==> config.mk <==
export PLATFORM = sky130hd
export DESIGN_NAME = i2s_tx_frame
export DESIGN_NICKNAME = d
export VERILOG_FILES = /design/src/rtl/i2s_tx_frame.sv
export SDC_FILE = /design/constraint.sdc
export NUM_CORES = 1
export LEC_CHECK = 0
export BUFFER_PORTS_ARGS = -buffer_cell sky130_fd_sc_hd__buf_4
export CAP_MARGIN = 20
export CORE_ASPECT_RATIO = 0.9
export CORE_UTILIZATION = 58
export DETAILED_ROUTE_END_ITERATION = 10
export PLACE_DENSITY = 0.82
export SETUP_SLACK_MARGIN = 0.4
export SLEW_MARGIN = 30
export SYNTH_ARGS = -nofsm -noshare
export SYNTH_HDL_FRONTEND = slang
export SYNTH_SLANG_ARGS = --single-unit
==> constraint.sdc <==
create_clock -name clk -period 6.05 [get_ports clk]
set_clock_uncertainty 0.2 [all_clocks]
set_input_delay 0.3025 -clock clk [delete_from_list [all_inputs] [get_ports clk]]
set_output_delay 0.3025 -clock clk [all_outputs]
set_load 0.01 [all_outputs]
==> src/rtl/i2s_tx_frame.sv <==
// i2s_tx_frame: I2S / left-justified stereo transmitter with a one-entry sample buffer.
// Generates sck and ws from clk, shifts samples MSB first into SLOT_W-bit slots.
// Optional build macro: I2S_TX_REPEAT_EN - on underrun, resend the previous frame's words
// instead of zeros (the underrun pulse is still raised).
module i2s_tx_frame #(
    parameter int SAMPLE_W = 16,
    parameter int SLOT_W   = 16,
    parameter int SCK_DIV  = 44
) (
    input  logic                clk,
    input  logic                rst_n,
    input  logic                fmt,
    input  logic                in_valid,
    output logic                in_ready,
    input  logic [SAMPLE_W-1:0] in_left,
    input  logic [SAMPLE_W-1:0] in_right,
    output logic                sck,
    output logic                ws,
    output logic                din,
    output logic                underrun
);

    localparam int FRAME_BITS = 2 * SLOT_W;
    localparam int DIV_W      = $clog2(SCK_DIV);
    localparam int BIT_W      = $clog2(FRAME_BITS);

    logic [DIV_W-1:0]    div_cnt;
    logic [BIT_W-1:0]    bit_cnt;
    logic [BIT_W-1:0]    bit_next;
    logic [SAMPLE_W-1:0] word_l;
    logic [SAMPLE_W-1:0] word_r;
    logic [SAMPLE_W-1:0] buf_l;
    logic [SAMPLE_W-1:0] buf_r;
    logic                buf_full;
    logic                dly;
    logic                dly_next;
    logic                div_last;
    logic                fall_evt;
    logic                boundary;
    logic                take;
    logic [SAMPLE_W-1:0] fill_l;
    logic [SAMPLE_W-1:0] fill_r;
    logic [SAMPLE_W-1:0] word_l_next;
    logic [SAMPLE_W-1:0] word_r_next;
    logic                din_next;

    // Serial bit for a given bit counter position and delay: slot position p selects the
    // channel and the bit within the slot; bits beyond the sample width are padded with 0.
    function automatic logic serial_bit(input logic [SAMPLE_W-1:0] lw,
                                        input logic [SAMPLE_W-1:0] rw,
                                        input logic [BIT_W-1:0]    bc,
                                        input logic                dl);
        int p;
        int j;
        logic [SAMPLE_W-1:0] w;
        logic [SAMPLE_W-1:0] sh;
        p = int'(bc) - (dl ? 1 : 0);
        if (p < 0) p = p + FRAME_BITS;
        if (p < SLOT_W) begin
            w = lw;
            j = p;
        end else begin
            w = rw;
            j = p - SLOT_W;
        end
        if (j < SAMPLE_W) begin
            sh = w >> (SAMPLE_W - 1 - j);
            return sh[0];
        end
        return 1'b0;
    endfunction

    // What gets loaded when a frame starts with an empty buffer.
`ifdef I2S_TX_REPEAT_EN
    assign fill_l = word_l;
    assign fill_r = word_r;
`else
    assign fill_l = '0;
    assign fill_r = '0;
`endif

    assign div_last = (div_cnt == DIV_W'(SCK_DIV - 1));
    assign fall_evt = div_last && sck;
    assign take     = in_valid && !buf_full;
    assign in_ready = !buf_full;

    // Next bit position, frame-boundary detection and the data bit to present next.
    // At an I2S boundary the outgoing bit is the last bit of the old right word, so it
    // is taken from the words before they are replaced.
    always_comb begin
        bit_next    = (bit_cnt == BIT_W'(FRAME_BITS - 1)) ? '0 : bit_cnt + 1'b1;
        boundary    = fall_evt && (bit_cnt == BIT_W'(FRAME_BITS - 1));
        dly_next    = boundary ? !fmt : dly;
        word_l_next = word_l;
        word_r_next = word_r;
        if (boundary) begin
            word_l_next = buf_full ? buf_l : fill_l;
            word_r_next = buf_full ? buf_r : fill_r;
        end
        if (boundary && !fmt)
            din_next = serial_bit(word_l, word_r, '0, 1'b1);
        else
            din_next = serial_bit(word_l_next, word_r_next, bit_next, dly_next);
    end

    // Bit clock divider: sck toggles each time the counter reaches SCK_DIV-1.
    always_ff @(posedge clk or negedge rst_n) begin
        if (!rst_n) begin
            div_cnt <= '0;
            sck     <= 1'b0;
        end else if (div_last) begin
            div_cnt <= '0;
            sck     <= ~sck;
        end else begin
            div_cnt <= div_cnt + 1'b1;
        end
    end

    // Serial side: advance bit position, ws and din on sck falling; load words at frame start.
    always_ff @(posedge clk or negedge rst_n) begin
        if (!rst_n) begin
            bit_cnt  <= BIT_W'(FRAME_BITS - 1);
            ws       <= 1'b0;
            din      <= 1'b0;
            dly      <= 1'b1;
            word_l   <= '0;
            word_r   <= '0;
            underrun <= 1'b0;
        end else begin
            underrun <= boundary && !buf_full;
            if (fall_evt) begin
                bit_cnt <= bit_next;
                ws      <= (bit_next >= BIT_W'(SLOT_W));
                din     <= din_next;
                dly     <= dly_next;
                word_l  <= word_l_next;
                word_r  <= word_r_next;
            end
        end
    end

    // One-entry holding buffer: filled by a handshake, emptied by the frame-start load.
    always_ff @(posedge clk or negedge rst_n) begin
        if (!rst_n) begin
            buf_l    <= '0;
            buf_r    <= '0;
            buf_full <= 1'b0;
        end else if (take) begin
            buf_l    <= in_left;
            buf_r    <= in_right;
            buf_full <= 1'b1;
        end else if (boundary) begin
            buf_full <= 1'b0;
        end
    end

endmodule

After elaboration in Yosys (flattened, before gate mapping)
Index checks and enable logic that the tools add are counted.

word-level totals
  input port bits = 36
  logic and storage cells = 69
  flip-flop bits (word level) = 81
  output and inout bits = 5

operators by class
  mux-type cells = 30
  reductions and logical operators = 8
  shift operators = 2
  magnitude comparators = 6
  bitwise logic cells = 1
  equality and inequality tests = 2
  $add $sub $neg = 8

operator list
  operator               count
  $mux 32                7
  $lt 32x6->1 const B    4
  $mux 16                8
  $shr 16x32->1          2
  $sub 32x6->32 const B  2
  $sub 5x32->32 const A  2
  $mux 1                 13
  $add 6x7->8 const B    1
  $add 6x1->6 const B    1
  $eq 6x6->1 const B     1
  $lt 6x1->1 const B     1
  $mux 6                 1
  $sub 5x1->6            1
  $add 5x1->5 const B    1
  $eq 5x5->1 const B     1
  $ge 5x5->1 const B     1
  $logic_and 1x1->1      5
  $mux 5                 1
  $logic_not 1->1        2
  $reduce_bool 2->1      1
  $not 1->1              1

Longest topological paths before layout
  depth in word-level cells = 17
  gate-level depth with buffers = 19
  gate-level depth less buffers = 15

Worst setup path before layout
OpenSTA, ideal clock, no wires.

  kind = register to register
  from = register bit_cnt[0]
  to = register din
  cell stages (with the launch flop) = 20
  library setup time = 0.133 ns
  data arrival time = 4.094 ns
  clock period less this slack = 4.427 ns
  path buffers = 4
  data required time = 5.717 ns
  slack = 1.623 ns
  cell sequence = dfstp_2 > ha_1 > and3_1 > ha_1 > nand2_1 > or4_4 > buf_6 > buf_2 > clkbuf_1 > nand2_1 > o21ai_0 > ha_1 > ha_1 > nor3b_1 > xnor2_1 > buf_2 > mux2i_1 > o22ai_1 > nor4_1 > o31ai_2

on the way
  word-level cells in the longest chain between the ends = 16
  elaborated cells on any way between the ends = 28
  those cells by class = 5 x add/sub; 3 x order compare; 1 x eq/ne; 1 x shift; 16 x mux; 2 x reduce/logical

ends and longest elaborated chain
  element                                              line     RTL
  start: declaration                                   28       logic [BIT_W-1:0] bit_cnt;
  start signal: assignment                             122      bit_cnt <= BIT_W'(FRAME_BITS - 1);
  start signal: assignment                             132      bit_cnt <= bit_next;
  $eq 5x5->1 (*)                                       92       boundary = fall_evt && (bit_cnt == BIT_W'(FRAME_BITS - 1));
  $logic_and 1x1->1 (*)                                92
  $mux 1 (*)                                           93       dly_next = boundary ? !fmt : dly;
  via dly_next                                         36       logic dly_next;
  $mux 1 (*)                                           57       p = int'(bc) - (dl ? 1 : 0);
  $sub 5x1->6 (*)                                      57
  $add 6x7->8 / $lt 6x1->1 (equally long branches)     58       if (p < 0) p = p + FRAME_BITS;
  $mux 32 (*)                                          58
  $mux 32 (*)                                          100      if (boundary && !fmt)
  $sub 32x6->32 / $lt 32x6->1 (equally long branches)  64, 59
  $mux 32                                              59       if (p < SLOT_W) begin
  $mux 32                                              100
  $sub 5x32->32 / $lt 32x6->1 (equally long branches)  67, 66
  $shr 16x32->1 / $mux 1 (equally long branches)       67, 66
  $mux 1 (on tied branches)                            66, 100
  $mux 1 (*)                                           70       return 1'b0;
  $mux 1 (*)                                           100
  end signal: assignment                               134      din <= din_next;
  end: declaration                                     19       output logic din,

Mark *: on every way through the listed nets, which the timed path passes. The rest lies on a longest branch. The select of a mux whose other input is x is not followed.
A chain may end at the register's enable or synchronous reset.

Worst setup path in the final report
Same ends and word-level chain as after synthesis.

==> metrics.md <==
| Metric | Value |
|---|---|
| CTS root buf | clkbuf_8 |
| Minimum clock period | 4.56 ns |
| Post-CTS Hold Buffers | 34 |
| Setup TNS | 0 ns |
| IR drop worst, VDD | 258 uV |
| Synth top area share | 0.518 |
| Post-DRT Antenna Nets | 0 |
| Leakage power | 2.09 nW |
| Count of final setup violators | 0 |
| Synth top cells by count | dfrtp_1, nand2_1, mux2_2, o21ai_0 |
| Avg Cell Area, Syn | 11.1 sq um |
| Hold WC Path Type | reg2reg |
| Async S/R FF share, synth | 1.00 |
| CP top delay family | simple AND/OR/NAND/NOR gates |
| Critical-path cell list | ha_1 > and3_1 > ha_1 > nand2_1 > or4_4 > o21ai_0 > ha_1 > ha_1 > nor3b_1 > xnor2_1 > buf_4 > mux4_2 > and2_4 > o32ai_2 > o31ai_2 |
| CTS HTree Levels | 3 |
| Port Buffer Count | 40 |
| Final Hold Viols | 0 |
| Iter 0 DRT Violations | 152 |
| Final HPWL DP | 4400 um |
| Layout fillers | 393 |
| Crit-path max FO | 70 |
| Met1 Usage GRT | 0.296 |
| Relative slew slack | 0.448 |
| Initial antenna violation count | 0 |
| Count of flip-flops with a built-in enable after synthesis | 0 |
| Vias in the first global route | 2,597 |
| GP Congestion | 0.851 |
| Resize count post-CTS | 0 |
| Critical Path Start Type | register |
| Via count | 2,560 |
| Sequential Area | 2040 sq um |
| Fmax | 0.219 GHz |
| Max clock buf depth | 2 |
| Clk_lat worst skew | 0.35 ns |
| Aggregate global-route resource usage | 0.233 |
| Grt met2 use | 0.385 |
| Main synth FF type | dfrtp_1 |
| Sink Count | 81 |
| Netlist cell types | 41 |
| Worst reg-to-reg setup slack | 1.49 ns |
| WL final | 6880 um |
| Most frequent CP cell | ha_1 |
| RR Startpoint | bit_cnt[0] |
| Most common cell in the netlist | dfrtp_1 |
| Fin nets | 437 |
| Die ar. | 6570 sq um |
| Largest net degree at the start of global routing | 82 |
| Yosys reg bits | 81 |
| Hold Crit Depth | 2 |
| Initial Util | 0.619 |
| CP required | 6.08 ns |
| Hold Crit Start | word_l[15] |
| Synth warn | 0 |
| PwrDens | 269 nW/um^2 |
| Die width | 85.3 um |
| GR Overflow Total | 0 |
| Setup CP Type | reg2reg |
| Synthesized cell area | 3620 sq um |
| Core area | 5860 sq um |
| Share of cells above drive strength 1 | 0.279 |
| Top post-synthesis cells by area | dfrtp_1, mux2_2, nand2_1 |
| Maxcap violations | 0 |
| Hold Path Sink | word_l[15] |
| I/O pins | 41 |
| GR Util met3 | 0.0710 |
| Syn Inst Count | 328 |
| Buf+Inv Stages, Crit Path | 1 |
| CTS tree | done |
| Combined area of the multi-input logic cells | 1480 sq um |
| Worst reg-to-reg path cell count | 15 |
| Per-cell routed wire length | 14.6 um |
| Synth area leader | dfrtp_1 |
| Post-Layout Inst Area | 4460 sq um |
| CTS Buf Count | 9 |
| Synth-to-layout area growth | 23.1% |
| Fin crit share | 0.754 |
| Chip height | 77.0 um |
| CP Capture Type | register |
| Routed vias/inst | 5.44 |
| Syn_nets | 369 |
| Placement-stage cell area | 3940 sq um |
| Outcome | completed |
| GRT Max-Usage Layer | met2 |
| Num rows | 26 |
| Max incr delay on CP | 0.72 ns |
| CP arrival | 4.59 ns |
| Cell at the slowest stage of the critical path | or4_4 |
| Diode count | 0 |
| Sequential share of the synthesized area | 0.561 |
| CTS clock-pin slew for the worst setup and hold paths | 0.08 ns |
| First-pass GRT wire length | 11,700 um |
| Drt drc | 0 |
| Final number of max-transition violations | 0 |
| Worst slew pin tran | 0.824 ns |
| RSZ-0062 raised after global routing | false |
| Postcts setup bufs | 0 |
| Router iterations before antenna repair | 4 |
| FF-to-FF End | din |
[worst register-to-register path, cell delays in order (launching register included)]
cell and delay, ns:
dfstp_2 0.56, ha_1 0.18, and3_1 0.16, ha_1 0.29, nand2_1 0.08, or4_4 0.72
o21ai_0 0.31, ha_1 0.22, ha_1 0.18, nor3b_1 0.23, xnor2_1 0.16, buf_4 0.28
mux4_2 0.33, and2_4 0.17, o32ai_2 0.31, o31ai_2 0.08
[registers in the layout, summed over array words and instances (netlist names)]
signal and cells:
buf_l 16, buf_full 1, underrun 1, sck 1, ws 1, dly 1
buf_r 16, bit_cnt 5, word_r 16, word_l 16, din 1, div_cnt 6
[cells by family after synthesis]
kind of cell    Yosys count  share of synthesized area
buf+inv                  24                     0.0311
compound gates           57                     0.0939
flops                    81                      0.561
mux                      48                      0.152
xor+xnor                  7                     0.0169
simple gates            106                      0.128
fa+ha+maj                 5                     0.0173
[area by class of cell]
type,count,share of cell area
Clock buffer,10,0.0308
Clock inverter,6,0.00981
Inverter,5,0.00421
Multi-Input combinational cell,223,0.332
Sequential cell,81,0.456
Tap cell,70,0.0196
Timing Repair Buffer,76,0.148
[metrics by stage]
step	total power, mW	util	hold WS [ns]	cells	worst slack, ns
6_report	1.20	0.762	0.288	471	1.49
5_1_grt	1.26	0.762	0.318	471	1.25
4_1_cts	1.21	0.761	0.293	471	1.52
3_5_place_dp	0.839	0.672	0.274	421	1.55
3_3_place_gp	0.828	0.672	0.255	421	1.75
2_1_floorplan	0.779	-	-0.193	328	1.62
[routing by layer]
metal | up-vias | share of wire
met5 | - | 0
li1 | 1262 | -
met1 | 1236 | 0.44
met3 | 10 | 0.038
met4 | 0 | 0.014
met2 | 52 | 0.50
[power breakdown]
part	switching, mW	internal, mW	total, mW
registers	0.0506	0.625	0.675
clock network	0.194	0.160	0.353
logic	0.0617	0.109	0.171
total	0.306	0.894	1.20
[worst max-delay path by stage]
stage          startpoint  end  slack [ns]  cells after the start
3_5_place_dp   bit_cnt[0]  din        1.55                     15
6_report       bit_cnt[0]  din        1.49                     15
5_1_grt        bit_cnt[0]  din        1.25                     15
2_1_floorplan  bit_cnt[0]  din        1.62                     19
3_3_place_gp   bit_cnt[0]  din        1.75                     15
4_1_cts        bit_cnt[0]  din        1.52                     15
[placed cells by master (no fill, tap or decap), types with 2 or more instances in the layout]
master | synthesis | routed
dfrtp_1 | 75 | 74
nand2_1 | 73 | 73
buf_4 | 0 | 41
o21ai_0 | 36 | 36
mux2_2 | 36 | 36
dlygate4sd3_1 | 0 | 34
mux2i_1 | 10 | 10
clkbuf_8 | 0 | 10
nor2_1 | 8 | 8
nor2b_1 | 7 | 6
dfstp_2 | 6 | 6
inv_1 | 5 | 5
nand3_1 | 5 | 5
xnor2_1 | 5 | 5
ha_1 | 5 | 5
a21oi_1 | 4 | 4
clkinvlp_4 | 0 | 4
or2_2 | 2 | 2
nor3_1 | 2 | 2
xor2_1 | 2 | 2
nor3b_1 | 2 | 2
o22ai_1 | 2 | 2
nand2b_1 | 2 | 2
o211ai_1 | 2 | 2
o31ai_1 | 2 | 2
o21ai_1 | 2 | 2
mux4_2 | 2 | 2
No activity file was read; power rests on OpenSTA's default activity.
